[config.mk]
export PLATFORM = sky130hd
export DESIGN_NAME = mem_port_arbiter
export DESIGN_NICKNAME = d
export VERILOG_FILES = /design/src/rtl/mem_port_arbiter.sv
export SDC_FILE = /design/constraint.sdc
export NUM_CORES = 1
export LEC_CHECK = 0
export CORE_UTILIZATION = 42
export DETAILED_ROUTE_END_ITERATION = 6
export PLACE_DENSITY = 0.91
export SLEW_MARGIN = 5
export SYNTH_ARGS = -nofsm -noshare
export SYNTH_HDL_FRONTEND = slang
export SYNTH_SLANG_ARGS = --single-unit
[constraint.sdc]
create_clock -name clk -period 3.4 [get_ports clk]
set_input_delay 0.68 -clock clk [delete_from_list [all_inputs] [get_ports clk]]
set_output_delay 0.68 -clock clk [all_outputs]
set_load 0.01 [all_outputs]
[src/rtl/mem_port_arbiter.sv]
// Two-requester arbiter for a single R/W memory port, fixed access latency.
// Optional round-robin on contention: define ARB_ROUND_ROBIN_EN.
module mem_port_arbiter #(
  parameter int LATENCY = 1,
  parameter int ADDR_W  = 32,
  parameter int DATA_W  = 32
) (
  input  logic              clk,
  input  logic              reset,
  input  logic              r0_req,
  input  logic              r0_rw,
  input  logic [ADDR_W-1:0] r0_addr,
  input  logic [DATA_W-1:0] r0_wdata,
  output logic              r0_ack,
  output logic [DATA_W-1:0] r0_rdata,
  input  logic              r1_req,
  input  logic              r1_rw,
  input  logic [ADDR_W-1:0] r1_addr,
  input  logic [DATA_W-1:0] r1_wdata,
  output logic              r1_ack,
  output logic [DATA_W-1:0] r1_rdata,
  output logic              m_en,
  output logic              m_rw,
  output logic [ADDR_W-1:0] m_addr,
  output logic [DATA_W-1:0] m_wdata,
  input  logic [DATA_W-1:0] m_rdata
);

  localparam int CNT_W = $clog2(LATENCY + 1);

  typedef enum logic [1:0] {
    IDLE,
    ACCESS,
    ACK
  } state_t;

  state_t           state;
  logic [CNT_W-1:0] cnt;
  logic             grant;
  logic             pick1;

`ifdef ARB_ROUND_ROBIN_EN
  logic last;

  // last = 1 means r1 was served most recently, so r0 wins a tie
  always_comb begin
    pick1 = r1_req & (~r0_req | ~last);
  end

  always_ff @(posedge clk) begin
    if (reset) begin
      last <= 1'b1;
    end else if (state == IDLE && (r0_req | r1_req)) begin
      last <= pick1;
    end
  end
`else
  always_comb begin
    pick1 = r1_req & ~r0_req;
  end
`endif

  always_ff @(posedge clk) begin
    if (reset) begin
      state    <= IDLE;
      cnt      <= '0;
      grant    <= 1'b0;
      m_en     <= 1'b0;
      m_rw     <= 1'b0;
      m_addr   <= '0;
      m_wdata  <= '0;
      r0_ack   <= 1'b0;
      r1_ack   <= 1'b0;
      r0_rdata <= '0;
      r1_rdata <= '0;
    end else begin
      r0_ack <= 1'b0;
      r1_ack <= 1'b0;
      unique case (state)
        IDLE: begin
          if (r0_req | r1_req) begin
            grant   <= pick1;
            m_en    <= 1'b1;
            m_rw    <= pick1 ? r1_rw : r0_rw;
            m_addr  <= pick1 ? r1_addr : r0_addr;
            m_wdata <= pick1 ? r1_wdata : r0_wdata;
            cnt     <= CNT_W'(LATENCY - 1);
            state   <= ACCESS;
          end else begin
            m_en <= 1'b0;
          end
        end
        ACCESS: begin
          if (cnt != '0) begin
            cnt <= cnt - 1'b1;
          end else begin
            if (!m_rw) begin
              if (grant) r1_rdata <= m_rdata;
              else       r0_rdata <= m_rdata;
            end
            m_en   <= 1'b0;
            m_rw   <= 1'b0;
            r0_ack <= ~grant;
            r1_ack <= grant;
            state  <= ACK;
          end
        end
        ACK: begin
          state <= IDLE;
        end
        default: begin
          state <= IDLE;
        end
      endcase
    end
  end

endmodule
# Word level (Yosys, flattened, before mapping)
# Cells that the tools add are included.
[totals]
reg_bits = 136
latchBits = 0
ramBits = 0
mem_bits_ro = 0
output_inout_bits = 132
word_cells = 46
memories = 0
[op_classes]
addsub = 1
n_mul = 0
n_div = 0
n_lt_le_gt_ge = 0
n_eq_ne = 3
shifts = 0
n_mux = 14
n_bitwise = 7
n_reduce_logical = 10
[ops]
columns = ["op", "count"]
rows = [
  ["two-way mux 32 bit", 2],
  ["AND reduction 2 bit", 4],
  ["AND reduction 4 bit", 2],
  ["two-way mux 1 bit", 6],
  ["one-hot mux 1 bit (2 select lines)", 3],
  ["NOT 1 bit", 5],
  ["two-way mux 2 bit", 2],
  ["inequality test 2 bit, second input constant", 2],
  ["one-hot mux 2 bit (2 select lines)", 1],
  ["AND reduction 3 bit", 1],
  ["OR reduction 3 bit", 1],
  ["== test 2 x 1 -> 1 bit, second input constant", 1],
  ["logical NOT 2 bit", 1],
  ["nonzero test 2 bit", 1],
  ["bitwise AND 1 bit", 1],
  ["bitwise OR 1 bit", 1],
  ["subtractor 1 bit, second input constant", 1],
]

# Longest topological paths before layout
# Gate-level depths: netlist of the first run.
[logic_depth]
ltp_word = 5
ltp_mapped = 5
ltp_nobuf = 3

# Worst setup path after synthesis of the first run
# Ideal clock, no wire load.
[synth_timing]
path_kind = "input-to-reg"
startpoint = "input reset"
endpoint = "register state[0]"
setup_ns = 0.128
arrival_ns = 1.534
required_time_ns = 3.272
path_slack_ns = 1.738
stages = 4
path_buffers = 3
path_cell_list = "clkbuf_1 > clkbuf_1 > clkbuf_1 > nor2_1"
[synth_lines]
columns = ["element", "line_no", "rtl"]
rows = [
  ["from (decl)", "9", "input logic reset,"],
  ["to (signal assigned)", "65", "state <= IDLE;"],
  ["to (signal assigned)", "88", "state <= ACCESS;"],
  ["to (signal assigned)", "105", "state <= ACK;"],
  ["to (decl)", "37", "state_t state;"],
]
# No word-level cell between the ends.

# Worst setup path in the final report of the first run
[layout_timing]
startpoint = "input r0_req"
endpoint = "register m_addr[12]"
[layout_between]
elab_chain_cells = 3
word_cells_on_any_way = 5
classes_between = "mux: 1; bitwise: 3; reduce/logical: 1"
[layout_lines]
columns = ["element", "line_no", "rtl"]
rows = [
  ["from (decl)", "10", "input logic r0_req,"],
  ["NOT 1 bit", "59", "pick1 = r1_req & ~r0_req;"],
  ["bitwise AND 1 bit", "59", ""],
  ["two-way mux 32 bit", "85", "m_addr <= pick1 ? r1_addr : r0_addr;"],
  ["to (signal assigned)", "85", ""],
  ["to (decl)", "24", "output logic [ADDR_W-1:0] m_addr,"],
]
# Several ways; a longest one is shown, not always the timed one.
# A chain may end at the register's enable or synchronous reset.

==> impl_results.md, run 1 <==
* Routability congestion estimate from global placement at 0.836
* Critical Path End Type: flop
* DR DRC count at 0
* Required @ worst endpoint at 3640 ps
* Wire length of the first global-routing pass at 28700 um
* Count of antenna diodes in the layout at 0
* Pin slew with the least headroom to its limit at 1130 ps
* Global router's overall resource usage at 28.2%
* Largest area contributor in the synthesized netlist: sky130_fd_sc_hd__dfxtp_1
* Total Nets Final at 1099
* Final period util at 66.6%
* Clock Tree Root: sky130_fd_sc_hd__clkbuf_16
* Critical Path AT at 2510 ps
* I/O Pins at 298
* Largest stage delay on the critical path at 610 ps
* Critical Path Fanout Max at 58
* Commonest register cell after synthesis: sky130_fd_sc_hd__dfxtp_1
* Biggest area contributors in the synthesized netlist: sky130_fd_sc_hd__dfxtp_1 49%, sky130_fd_sc_hd__nand2_1 18%, sky130_fd_sc_hd__a21oi_1 12%
* Fraction of final layout cells sized beyond drive strength 1 at 7.40%
* Average vias per placed instance at 5.32
* Quantity of gates resized following cts at 0
* TritonCTS clock tree: built
* Most frequent cells after synthesis: 258 x sky130_fd_sc_hd__nand2_1, 135 x sky130_fd_sc_hd__dfxtp_1, 130 x sky130_fd_sc_hd__a21oi_1
* Async set-or-reset flop fraction in the synthesized netlist at 0%
* DIE AREA at 13500 um^2
* Critical path class: input port to flop
* Total Routed Length at 19200 um
* Final Critical Period at 2270 ps
* Slowest cell on the critical path: sky130_fd_sc_hd__buf_4
* Number of nets still failing antenna checks after routing at 0
* Maximum vdd ir drop at 328 uV
* Total of endpoints with negative setup slack in the final report at 0
* Cell Pwr Density at 512 nW/um^2
* Final TNS setup at 0 ps
* RR Startpoint: state[0]$_SDFFE_PP0P_
* Seq/Total Area, Yosys at 49.3%
* CTS Buf Count at 17
* I/O Buffers at 297
* Post-layout power at 4.67 mW
* Area share of the largest cell type after synthesis at 49.3%
* Count of warnings emitted by yosys at 0
* GR Overflow Total at 0
* Number of enable flip-flop cells after synthesis at 0
* Timing endpoint of the critical path: m_addr[12]$_SDFFE_PP0P_
* Insertion delay to the later sink of the worst-skew pair at 420 ps
* Number of antenna violations at the first check in global routing at 0
* Worst Hold Class: flop to flop
* Unrepaired setup endpoints after global routing: no
* Horizontal extent of the die at 116 um
* Max_slew headroom at 24.8%
* WL per Instance at 17.2 um
* Netlist cell types at 24
* Top-count cell post-synth: sky130_fd_sc_hd__nand2_1
* Summed instance area of the synthesized netlist at 5480 um^2
* Initial core utilization at 43.3%
* Initial drt markers at 426
* Global routing met1 resource utilization at 28.7%
* Post-CTS Hold Fix Bufs at 0
* Largest net degree at the start of global routing at 68
* Number of max-cap violations at 0
* Number of H-tree levels at 4
* Synthesized flop and latch total at 135
* Worst-path cell chain: clkdlybuf4s50_1 > or2_2 > and2_2 > buf_4 > a311oi_2
* Count of TritonRoute iterations in the first routing pass at 5
* Max Clk Rate at 441 MHz
* Worst reg-to-reg path cell count at 3
* Number of sinks handled by clock tree synthesis at 135
* Destination of the worst register-to-register timing path: r0_rdata[4]$_SDFFE_PP0P_
* Synthesized instance count at 672
* Avg Cell Area, Syn at 8.16 um^2
* Flop-to-flop setup slack at 1430 ps
* Number of max-slew violations in the final report at 0
* Number of global-route vias before repair at 5689
* Worst setup path startpoint: r0_req
* Post-CTS setup buffer count at 0
* Global-route met3 utilization at 11.0%
* Leak pwr at 3.28 nW
* Startpoint types: input port
* Buffers from clock root to sink, at most at 2
* P&R area growth vs syn at 66.5%
* Final hold vios at 0
* Via Count at 5944
* Number of nets in the synthesized netlist at 838
* Setup Skew at 11.6 ps
* Hold_ws at 452 ps
* Area of the placeable core at 12700 um^2
* Outcome: finished, final reports clean
* Post-CTS clock slew at the launch and capture registers of the worst setup and hold paths at 60 ps
* Placement Rows at 41
* Routing layer with the top usage in global route: met2
* HPWL after DPL at 13200 um
* Met2 global-route usage at 50.1%
* Floorplan die height at 116 um
worst min-delay path by stage:
stage / slack (ps) / endpoint / cells past startpoint / startpoint
6_report: 450 / r0_rdata[1]$_SDFFE_PP0P_ / 2 / r0_rdata[1]$_SDFFE_PP0P_
5_1_grt: 470 / r0_rdata[21]$_SDFFE_PP0P_ / 2 / r0_rdata[21]$_SDFFE_PP0P_
4_1_cts: 450 / r0_rdata[24]$_SDFFE_PP0P_ / 2 / r0_rdata[24]$_SDFFE_PP0P_
3_5_place_dp: 450 / r0_rdata[24]$_SDFFE_PP0P_ / 2 / r0_rdata[24]$_SDFFE_PP0P_
3_3_place_gp: 440 / r1_rdata[12]$_SDFFE_PP0P_ / 2 / r1_rdata[12]$_SDFFE_PP0P_
2_1_floorplan: 480 / r0_rdata[0]$_SDFFE_PP0P_ / 2 / r0_rdata[0]$_SDFFE_PP0P_
flip-flops by register name (all words and copies together), names as in the netlist:
register / count
m_addr: 32
grant: 1
state: 2
r1_ack: 1
m_wdata: 32
m_en: 1
r0_ack: 1
r0_rdata: 32
m_rw: 1
r1_rdata: 32
area by class of cell:
class,count,area (um^2)
Multi-Input combinational cell,472,2480
Clock inverter,12,174
Clock buffer,20,467
Fill cell,963,3550
Timing Repair Buffer,307,3080
Tap cell,172,215
Sequential cell,135,2700
worst max-delay path: cells and delay by family:
kind,cells,cell delay (ps)
AOI/OAI and AO/OA,1,220
and+or+nand+nor,2,390
buffers and inverters,2,1190
logic make-up after synthesis:
logic type | count (synthesis) | synth area share (%)
AOI/OAI and AO/OA | 197 | 24.9
buffers and inverters | 65 | 5.84
and+or+nand+nor | 274 | 19.8
DFF | 135 | 49.3
muxes | 1 | 0.183
per-layer routing:
| metal | vias to the layer above | share of wire (%) |
|---|---|---|
| met2 | 277 | 50 |
| met4 | 0 | 3.4 |
| met1 | 2780 | 37 |
| met5 | - | 0 |
| met3 | 44 | 9.7 |
| li1 | 2843 | - |
metrics by stage:
stage          setup WS (ps)  utilization [%]  instance area (um^2)  std cells
2_1_floorplan           1740                -                  5480        672
3_3_place_gp             781             66.9                  8480       1086
3_5_place_dp             729             66.9                  8480       1086
4_1_cts                 1170             72.0                  9120       1118
5_1_grt                 1040             72.0                  9120       1118
6_report                1130             72.0                  9120       1118
report_power, final:
part,switching [mW],internal (mW),total (mW)
clock network,0.682,1.28,1.96
registers,0.0747,1.71,1.78
logic,0.421,0.504,0.925
layout by cell type, fill, tap and decap left out, types with 3 or more instances in the layout:
master,n
sky130_fd_sc_hd__a311oi_2,21
sky130_fd_sc_hd__bufinv_16,4
sky130_fd_sc_hd__a311oi_1,43
sky130_fd_sc_hd__clkinvlp_4,4
sky130_fd_sc_hd__dfxtp_1,135
sky130_fd_sc_hd__nand2_1,258
sky130_fd_sc_hd__clkdlybuf4s50_1,296
sky130_fd_sc_hd__clkinv_2,3
sky130_fd_sc_hd__clkbuf_8,3
sky130_fd_sc_hd__buf_12,3
sky130_fd_sc_hd__clkbuf_16,17
sky130_fd_sc_hd__a21oi_1,130
sky130_fd_sc_hd__buf_4,8
No activity file was read; power rests on OpenSTA's default activity.
==> run 2: changes to the inputs <==
--- a/config.mk
+++ b/config.mk
@@ -5,9 +5,9 @@
 export SDC_FILE = /design/constraint.sdc
 export NUM_CORES = 1
 export LEC_CHECK = 0
-export CORE_UTILIZATION = 42
+export CORE_UTILIZATION = 39
 export DETAILED_ROUTE_END_ITERATION = 6
-export PLACE_DENSITY = 0.91
+export PLACE_DENSITY = 0.85
 export SLEW_MARGIN = 5
 export SYNTH_ARGS = -nofsm -noshare
 export SYNTH_HDL_FRONTEND = slang
==> constraint.sdc (replaced) <==
create_clock -name clk -period 2.2 [get_ports clk]
set_input_delay 0.44 -clock clk [delete_from_list [all_inputs] [get_ports clk]]
set_output_delay 0.44 -clock clk [all_outputs]
set_load 0.01 [all_outputs]
==> impl_results.md, run 2 (synthesis gave the netlist of run 1 again) <==
* Unrepaired setup endpoints after global routing: no (unchanged)
* Startpoint types: flop (was input port)
* Global router's overall resource usage at 26.1% (was 28.2%)
* Final period util at 87.0%
* Required @ worst endpoint at 1760 ps (was 3640 ps)
* Worst-path cell chain: clkdlybuf4s50_1 (was clkdlybuf4s50_1 > or2_2 > and2_2 > buf_4 > a311oi_2)
* Worst Hold Class: flop to flop (unchanged)
* Placement Rows at 42 (was 41)
* Critical path class: flop to primary output (was input port to flop)
* Area of the placeable core at 13500 um^2 (was 12700 um^2)
* Final design utilization at 68.3% (was 72.0%)
* CTS Buf Count at 17 (unchanged)
* DR DRC count at 0 (unchanged)
* Total Nets Final at 1110 (was 1099)
* Outcome: finished, final reports clean (unchanged)
* Number of nets still failing antenna checks after routing at 0 (unchanged)
* Max Clk Rate at 523 MHz
* Switching share of total power at 26.4% (was 25.2%)
* Critical Path AT at 1470 ps (was 2510 ps)
* Cell Pwr Density at 755 nW/um^2 (was 512 nW/um^2)
* Count of TritonRoute iterations in the first routing pass at 4 (was 5)
* Via Count at 5880 (was 5944)
* Routability congestion estimate from global placement at 0.816 (was 0.836)
* Initial drt markers at 307 (was 426)
* Number of max-cap violations at 0 (unchanged)
* WL per Instance at 16.5 um (was 17.2 um)
* Largest stage delay on the critical path at 610 ps (about the same)
* GR Overflow Total at 0 (unchanged)
* Levels on crit path at 1 (was 5)
* HPWL after DPL at 13000 um (was 13200 um)
* Horizontal extent of the die at 121 um (was 116 um)
* I/O Pins at 298 (unchanged)
* Layout filler cell count at 1100 (was 963)
* Fraction of power consumed by sequential logic at 39.7% (was 38.2%)
* Number of H-tree levels at 4 (unchanged)
* Routing layer with the top usage in global route: met2 (unchanged)
* Global-route met3 utilization at 11.1% (was 11.0%)
* Final hold vios at 0 (unchanged)
* Met2 global-route usage at 42.6% (was 50.1%)
* Number of global-route vias before repair at 5924 (was 5689)
* I/O Buffers at 297 (unchanged)
* Most used cells in the layout excluding fill and tap cells: 296 x sky130_fd_sc_hd__clkdlybuf4s50_1, 258 x sky130_fd_sc_hd__nand2_1, 135 x sky130_fd_sc_hd__dfxtp_1 (unchanged)
* Pin slew with the least headroom to its limit at 556 ps (was 1130 ps)
* Buffers from clock root to sink, at most at 2 (unchanged)
* Total of endpoints with negative setup slack in the final report at 0 (unchanged)
* Setup WS post-layout at 287 ps (was 1130 ps)
* Setup Skew at 10.4 ps (was 11.6 ps)
* Cells on Worst Hold Path at 2 (unchanged)
* Global routing met1 resource utilization at 28.2% (was 28.7%)
* Leak pwr at 3.31 nW (was 3.28 nW)
* P&R area growth vs syn at 67.6% (was 66.5%)
* Max_slew headroom at 63.0% (was 24.8%)
* Buffer and inverter count on the worst path at 1 (was 2)
* Floorplan die height at 121 um (was 116 um)
* Largest net degree at the start of global routing at 66 (was 68)
* TritonCTS clock tree: built (unchanged)
* Hold_ws at 452 ps (about the same)
* Worst setup timing slack at the placement stage at 116 ps (was 729 ps)
* Slowest cell on the critical path: sky130_fd_sc_hd__clkdlybuf4s50_1 (was sky130_fd_sc_hd__buf_4)
* Number of antenna violations at the first check in global routing at 1 (was 0)
* Quantity of gates resized following cts at 0 (unchanged)
* Average vias per placed instance at 5.19 (was 5.32)
* Initial core utilization at 40.7% (was 43.3%)
* Clock Tree Root: sky130_fd_sc_hd__clkbuf_16 (unchanged)
* Critical Path Fanout Max at 6 (was 58)
* Final TNS setup at 0 ps (unchanged)
* Switching pwr at 1.83 mW (was 1.18 mW)
* DIE AREA at 14500 um^2 (was 13500 um^2)
* Post-CTS Hold Fix Bufs at 0 (unchanged)
* Wire length of the first global-routing pass at 29300 um (was 28700 um)
* Number of max-slew violations in the final report at 0 (unchanged)
* Critical Path End Type: primary output (was flop)
* Gate power share at 21.2% (was 19.8%)
* CP top delay family: buffers and inverters (unchanged)
* Post-CTS clock slew at the launch and capture registers of the worst setup and hold paths at 50 ps (was 60 ps)
* Fraction of final layout cells sized beyond drive strength 1 at 8.36% (was 7.40%)
* Post-CTS setup buffer count at 0 (unchanged)
* Total Routed Length at 18700 um (was 19200 um)
* Number of sinks handled by clock tree synthesis at 135 (unchanged)
* Clock share of power at 39.2% (was 42.0%)
* Most common library cell in the layout ignoring fill and taps: sky130_fd_sc_hd__clkdlybuf4s50_1 (unchanged)
* Final Critical Period at 1910 ps
* Maximum vdd ir drop at 489 uV (was 328 uV)
* Insertion delay to the later sink of the worst-skew pair at 420 ps (about the same)
* Internal power consumption at 5.10 mW (was 3.49 mW)
* Worst reg-to-reg path cell count at 4 (was 3)
-- run 2: cell types whose count changed in the layout (fill, tap and decap cells not counted) --
cell	before	now
sky130_fd_sc_hd__buf_4	8	15
sky130_fd_sc_hd__buf_12	3	7
sky130_fd_sc_hd__clkbuf_8	3	0
sky130_fd_sc_hd__clkinv_2	3	6
sky130_fd_sc_hd__bufinv_16	4	2
sky130_fd_sc_hd__clkinvlp_4	4	6
sky130_fd_sc_hd__clkbuf_1	0	1
sky130_fd_sc_hd__clkinv_4	1	0
sky130_fd_sc_hd__diode_2	0	1
-- run 2: metal layers --
metal	vias up	wire, um
met3	55	1880
met2	257	8910
met5	-	0
met4	0	812
met1	2703	7070
li1	2865	-
-- run 2: worst paths after layout --
path / startpoint / end / slack (ps)
worst max register to register: state[1]$_SDFFE_PP0P_ / m_wdata[8]$_SDFFE_PP0P_ / 640
worst max-delay path: m_rw$_SDFFE_PP0P_ / m_rw / 290
worst min-delay path: r1_rdata[1]$_SDFFE_PP0P_ / r1_rdata[1]$_SDFFE_PP0P_ / 450
worst min register to register: r1_rdata[1]$_SDFFE_PP0P_ / r1_rdata[1]$_SDFFE_PP0P_ / 450
-- run 2: layout make-up --
type / count / area (um^2) / area share (%)
clock buffer: 18 / 429 / 4.67
antenna: 1 / 2.50 / 0.0272
multi-input combinational: 472 / 2480 / 27.0
clock inverter: 14 / 135 / 1.47
timing repair buffer: 318 / 3220 / 35.0
sequential: 135 / 2700 / 29.4
tap: 176 / 220 / 2.40
-- run 2: through the flow --
| step | area (um^2) | instances | total power, mW |
|---|---|---|---|
| finish | 9190 | 1134 | 6.94 |
| global route | 9190 | 1134 | 7.22 |
| CTS | 9190 | 1133 | 6.99 |
| detailed placement | 8620 | 1101 | 4.27 |
| global placement | 8620 | 1101 | 4.25 |
| floorplan | 5480 | 672 | 3.42 |
-- run 2: power by group through the flow --
stage	sequential [mW]	combinational [mW]	clock, mW
4_1_cts	2.75	1.48	2.76
2_1_floorplan	2.88	0.548	0
3_5_place_dp	2.80	1.47	0
5_1_grt	2.77	1.58	2.87
6_report	2.75	1.47	2.72
3_3_place_gp	2.79	1.46	0
-- run 2: worst reg2reg max path: cells and delay by family, from the launching register on --
kind	cells	cell delay, ps
AO/OA/AOI/OAI	2	450
buffers and inverters	1	440
flip-flops	1	410
AND/OR/NAND/NOR	1	170
==> run 3: changes to the inputs <==
--- a/config.mk
+++ b/config.mk
@@ -6,7 +6,9 @@
 export NUM_CORES = 1
 export LEC_CHECK = 0
 export CORE_UTILIZATION = 39
+export CTS_CLUSTER_SIZE = 10
 export DETAILED_ROUTE_END_ITERATION = 6
+export GPL_TIMING_DRIVEN = 1
 export PLACE_DENSITY = 0.85
 export SLEW_MARGIN = 5
 export SYNTH_ARGS = -nofsm -noshare
==> constraint.sdc (replaced) <==
create_clock -name clk -period 1.8 [get_ports clk]
set_input_delay 0.36 -clock clk [delete_from_list [all_inputs] [get_ports clk]]
set_output_delay 0.36 -clock clk [all_outputs]
set_load 0.01 [all_outputs]
==> impl_results.md, run 3 (synthesis gave the netlist of run 1 again) <==
* Outcome: finished, final reports clean (unchanged)
* Number of max-slew violations in the final report at 0 (unchanged)
* Worst Hold Class: input port to flop (was flop to flop)
* Most common library cell in the layout ignoring fill and taps: sky130_fd_sc_hd__clkdlybuf4s50_1 (unchanged)
* Total of endpoints with negative setup slack in the final report at 0 (unchanged)
* Flop-to-flop setup slack at 280 ps (was 640 ps)
* Total Routed Length at 18900 um (was 18700 um)
* Wire length of the first global-routing pass at 29100 um (was 29300 um)
* Required @ worst endpoint at 1440 ps (was 1760 ps)
* CTS Buf Count at 17 (unchanged)
* Final hold vios at 0 (unchanged)
* Max Clk Rate at 586 MHz
* Fraction of final layout cells sized beyond drive strength 1 at 8.92% (was 8.36%)
* Max_slew headroom at 73.5% (was 63.0%)
* Leak pwr at 3.41 nW (was 3.31 nW)
* End point of the most critical hold path: state[0]$_SDFFE_PP0P_ (was r1_rdata[1]$_SDFFE_PP0P_)
* HPWL after DPL at 13200 um (was 13000 um)
* Initial core utilization at 40.7% (unchanged)
* TritonCTS clock tree: built (unchanged)
* Clock Tree Root: sky130_fd_sc_hd__clkbuf_16 (unchanged)
* I/O Pins at 298 (unchanged)
* Largest stage delay on the critical path at 600 ps (was 610 ps)
* DR DRC count at 0 (unchanged)
* Area of the placeable core at 13500 um^2 (unchanged)
* Cells on Worst Hold Path at 2 (unchanged)
* Startpoint types: flop (unchanged)
* Met2 global-route usage at 42.6% (unchanged)
* CP top delay family: buffers and inverters (unchanged)
* DIE AREA at 14500 um^2 (unchanged)
* Setup Skew at 11.6 ps (was 10.4 ps)
* Buffers from clock root to sink, at most at 2 (unchanged)
* I/O Buffers at 297 (unchanged)
* Post-layout power at 8.75 mW (was 6.94 mW)
* Post-CTS setup buffer count at 0 (unchanged)
* Horizontal extent of the die at 121 um (unchanged)
* Setup WS post-layout at 92.6 ps (was 287 ps)
* Final period util at 94.9%
* Final design utilization at 69.4% (was 68.3%)
* Via Count at 5962 (was 5880)
* Number of nets still failing antenna checks after routing at 0 (unchanged)
* Global-route met3 utilization at 9.95% (was 11.1%)
* Destination of the worst register-to-register timing path: r0_rdata[21]$_SDFFE_PP0P_ (was m_wdata[8]$_SDFFE_PP0P_)
* Largest net degree at the start of global routing at 47 (was 66)
* Worst-path cell chain: clkdlybuf4s50_1 (unchanged)
* Worst setup timing slack at the placement stage at -105 ps (was 116 ps)
* Worst reg-to-reg path cell count at 4 (unchanged)
* Pin slew with the least headroom to its limit at 397 ps (was 556 ps)
* Worst Hold Launch: reset (was r1_rdata[1]$_SDFFE_PP0P_)
* Critical path class: flop to primary output (unchanged)
* Most used cells in the layout excluding fill and tap cells: 295 x sky130_fd_sc_hd__clkdlybuf4s50_1, 258 x sky130_fd_sc_hd__nand2_1, 135 x sky130_fd_sc_hd__dfxtp_1 (was 296 x sky130_fd_sc_hd__clkdlybuf4s50_1, 258 x sky130_fd_sc_hd__nand2_1, 135 x sky130_fd_sc_hd__dfxtp_1)
* Post-CTS Hold Fix Bufs at 0 (unchanged)
* Insertion delay to the later sink of the worst-skew pair at 410 ps (was 420 ps)
* Buffer and inverter count on the worst path at 1 (unchanged)
* Initial drt markers at 394 (was 307)
* Final TNS setup at 0 ps (unchanged)
* Average vias per placed instance at 5.22 (was 5.19)
* Routing layer with the top usage in global route: met2 (unchanged)
* Count of TritonRoute iterations in the first routing pass at 5 (was 4)
* Quantity of gates resized following cts at 1 (was 0)
* Critical Path Fanout Max at 2 (was 6)
* Cell Pwr Density at 937 nW/um^2 (was 755 nW/um^2)
* Slowest cell on the critical path: sky130_fd_sc_hd__clkdlybuf4s50_1 (unchanged)
* Critical Path AT at 1350 ps (was 1470 ps)
* RR Startpoint: state[1]$_SDFFE_PP0P_ (unchanged)
* Post-CTS clock slew at the launch and capture registers of the worst setup and hold paths at 50 ps (about the same)
* Global router's overall resource usage at 25.9% (was 26.1%)
* Global routing met1 resource utilization at 29.2% (was 28.2%)
* Floorplan die height at 121 um (unchanged)
* Routability congestion estimate from global placement at 0.817 (was 0.816)
* Number of H-tree levels at 4 (unchanged)
* Unrepaired setup endpoints after global routing: no (unchanged)
* Placement Rows at 42 (unchanged)
* Total Nets Final at 1117 (was 1110)
* P&R area growth vs syn at 70.3% (was 67.6%)
* Number of sinks handled by clock tree synthesis at 135 (unchanged)
* Number of global-route vias before repair at 5618 (was 5924)
* Number of antenna violations at the first check in global routing at 2 (was 1)
* GR Overflow Total at 0 (unchanged)
* Maximum vdd ir drop at 573 uV (was 489 uV)
* Final Critical Period at 1710 ps
* Number of max-cap violations at 0 (unchanged)
* Critical Path End Type: primary output (unchanged)
* WL per Instance at 16.6 um (was 16.5 um)
==> run 3: through the flow <==
stage	area, um^2	hold WS [ps]	instances
CTS	9330	298	1140
global placement	8720	441	1108
global route	9340	330	1142
finish	9340	319	1142
floorplan	5480	457	672
detailed placement	8720	446	1108
==> run 3: worst max path at each step <==
stage,startpoint,to,slack (ps),cells after the start
6_report,m_wdata[0]$_SDFFE_PP0P_,m_wdata[0],90,1
5_1_grt,m_wdata[0]$_SDFFE_PP0P_,m_wdata[0],50,1
4_1_cts,m_wdata[0]$_SDFFE_PP0P_,m_wdata[0],70,1
3_5_place_dp,r1_req,m_wdata[20]$_SDFFE_PP0P_,-100,6
3_3_place_gp,r1_req,m_addr[21]$_SDFFE_PP0P_,-50,6
2_1_floorplan,grant$_SDFFE_PP0P_,r0_rdata[0]$_SDFFE_PP0P_,440,5
==> run 3: metal layers <==
metal | vias up | part of all wire [%]
met1 | 2768 | 38
li1 | 2883 | -
met5 | - | 0
met2 | 269 | 49
met4 | 0 | 3.0
met3 | 42 | 9.7
==> run 3: power by group <==
group	internal, mW	switching, mW
clock network	2.26	1.29
logic	1.02	0.814
registers	3.23	0.135
total	6.50	2.24
==> run 3: final cells by class <==
cell class	count	area, um^2
Fill cell	1083	4120
Timing Repair Buffer	325	3320
Sequential cell	135	2700
Multi-Input combinational cell	472	2480
Clock buffer	21	460
Tap cell	176	220
Clock inverter	11	148
Antenna cell	2	5.00
==> run 3: worst reg2reg max path, stage by stage (launching register included) <==
cell                      delay [ps]
sky130_fd_sc_hd__dfxtp_1         410
sky130_fd_sc_hd__or4b_1          530
sky130_fd_sc_hd__buf_4           270
sky130_fd_sc_hd__nand2_1         130
sky130_fd_sc_hd__a21oi_1          70
==> patch: new RTL, flow settings as in run 3 <==
Add a define of `ARB_ROUND_ROBIN_EN`.
--- a/src/rtl/mem_port_arbiter.sv
+++ b/src/rtl/mem_port_arbiter.sv
@@ -1,5 +1,7 @@
 // Two-requester arbiter for a single R/W memory port, fixed access latency.
 // Optional round-robin on contention: define ARB_ROUND_ROBIN_EN.
+`define ARB_ROUND_ROBIN_EN
+
 module mem_port_arbiter #(
   parameter int LATENCY = 1,
   parameter int ADDR_W  = 32,
Function: same outputs for any inputs over 4 cycles, from zero or initial values and one cycle with reset high; that may be too few to reach the edited logic, so the function may still have changed.
==> patch against run 3 <==
  * Synthesized cell count up 0.89%
  * Area after synthesis increased by 5.0%
  * Total power grew 2.7%
  * Worst setup slack worse by 0.033 ns
  * Critical endpoint is now r1_rdata[5]
  * First-iteration DRC count is 3.8% lower
  * Routed wire length up 0.61%
  * Global-route usage is 1.5 points lower
  * Final cell count rose by 1.2%
  * Sequential cell count increased by 1
  * Highest routed layer unchanged
  * Final area rose by 3.1%
==> patch: results (changes against run 3) <==
[drt]
vias = 6050  ; was 5962
drc_errors = 0  ; unchanged
wl_um = 19000  ; was 18900 um
dr.pass1.iters = 4  ; was 5
drt_iter0_drc = 379  ; was 394

[critical_path]
crit_arrival_ns = 1.38  ; was 1.35 ns
crit_family = buffers and inverters  ; unchanged
worst_path_max_delay_cell = clkdlybuf4s50_1  ; unchanged
max_stage_delay_ns = 0.56  ; was 0.60 ns
reg2reg_slack_ns = 0.26  ; was 0.28 ns

[yosys]
yosys_warnings = 0  ; unchanged
synth_nets = 844  ; was 838
yosys-top-cells-count = 258 x nand2_1, 136 x dfxtp_1, 130 x a21oi_1  ; was 258 x nand2_1, 135 x dfxtp_1, 130 x a21oi_1
synth_cell_types = 28  ; was 24
ys_seq_area_share_pct = 47.3  ; was 49.3%
async_flop_share_pct = 0  ; unchanged
synth_area_leaders = dfxtp_1 47%, nand2_1 17%, a311oi_2 13%  ; was dfxtp_1 49%, nand2_1 18%, a21oi_1 12%

[finish]
fin_nets = 1125  ; was 1117
layout-drive-gt1-share_pct = 12.6  ; was 8.92%
antennaDiodeCount = 0  ; was 2
fill_cells = 1154  ; was 1083

[pwr]
ir_worst_vdd_v = 0.000684  ; was 0.000573 V
power_density_nw_per_um2 = 933  ; was 937 nW/um^2
power_leakage_nw = 3.48  ; was 3.41 nW

[grt]
grt_pass1_wl_um = 28300  ; was 29100 um
grt_usage_pct = 24.4  ; was 25.9%
grt_max_degree = 69  ; was 47
first_global_vias = 5679  ; was 5618
antenna_found_initial = 0  ; was 2

[clock_tree]
post-cts-setup-buffer-count = 0  ; unchanged
cts-resized-gates = 1  ; unchanged
htreeDepth = 4  ; unchanged
clk_pin_slew_ns = 0.06
clock_latency_ns = 0.42
cts-root-buf = clkbuf_16  ; unchanged

[run_status]
status = finished clean  ; unchanged

[placement]
placed_cell_area_sq_um = 9020  ; was 8720 sq um
gp_congestion = 0.824  ; was 0.817
place_hpwl_um = 13400  ; was 13200 um
place_ws_ns = -0.126  ; was -0.105 ns
port_buffers = 297  ; unchanged

[timing]
setup_violations = 0  ; unchanged
fin_skew_ns = 0.00964  ; was 0.0116 ns
max-slew-margin-rel_pct = 73.5  ; about the same
min_period_over_period_pct = 96.7  ; was 94.9%
whs_ns = 0.427  ; was 0.319 ns

[worst_hold_path]
hold_class = input pin to flip-flop  ; unchanged

patch: area by class of cell:
class | count | area share (%)
Clock inverter | 14 | 1.82
Tap cell | 184 | 2.39
Inverter | 1 | 0.0390
Timing Repair Buffer | 329 | 35.1
Multi-Input combinational cell | 474 | 27.9
Clock buffer | 18 | 4.46
Sequential cell | 136 | 28.3
patch: cell families after synthesis:
logic type,share of synthesized area (%)
and+or+nand+nor,18.9
AOI/OAI and AO/OA,27.3
DFF,47.3
muxes,0.174
buffers and inverters,6.29
patch: worst paths after layout:
| path | cells after the start | endpoint | from |
|---|---|---|---|
| setup / recovery | 1 | r1_rdata[5] | r1_rdata[5] |
| hold reg to reg | 2 | r1_rdata[31] | r1_rdata[31] |
| hold / removal | 3 | r0_rdata[16] | reset |
| setup reg to reg | 4 | r0_rdata[26] | state[1] |
patch: per-layer routing:
metal,vias to the layer above,share of wire (%),GRT usage [%]
met5,-,0,0
met4,0,2.3,10.5
met3,32,8.5,6.96
met2,281,50,43.2
met1,2823,39,27.2
li1,2914,-,-
patch: power by group:
group | switching (W) | total [W] | internal (W)
sequential | 0.000153 | 0.00341 | 0.00325
clock | 0.00136 | 0.00355 | 0.00218
combinational | 0.000912 | 0.00203 | 0.00112
patch: through the flow:
stage | setup TNS, ns | std cells | total power, W
3_3_place_gp | -2.64 | 1124 | 0.00545
4_1_cts | 0 | 1156 | 0.00903
5_1_grt | 0 | 1156 | 0.00935
2_1_floorplan | 0 | 678 | 0.00437
3_5_place_dp | -5.23 | 1124 | 0.00548
6_report | 0 | 1156 | 0.00898
patch: worst register-to-register path, cell delays in order (launching register included):
cell	delay [ns]
dfxtp_1	0.41
or4b_1	0.53
buf_4	0.27
nand2_1	0.13
a21oi_1	0.07
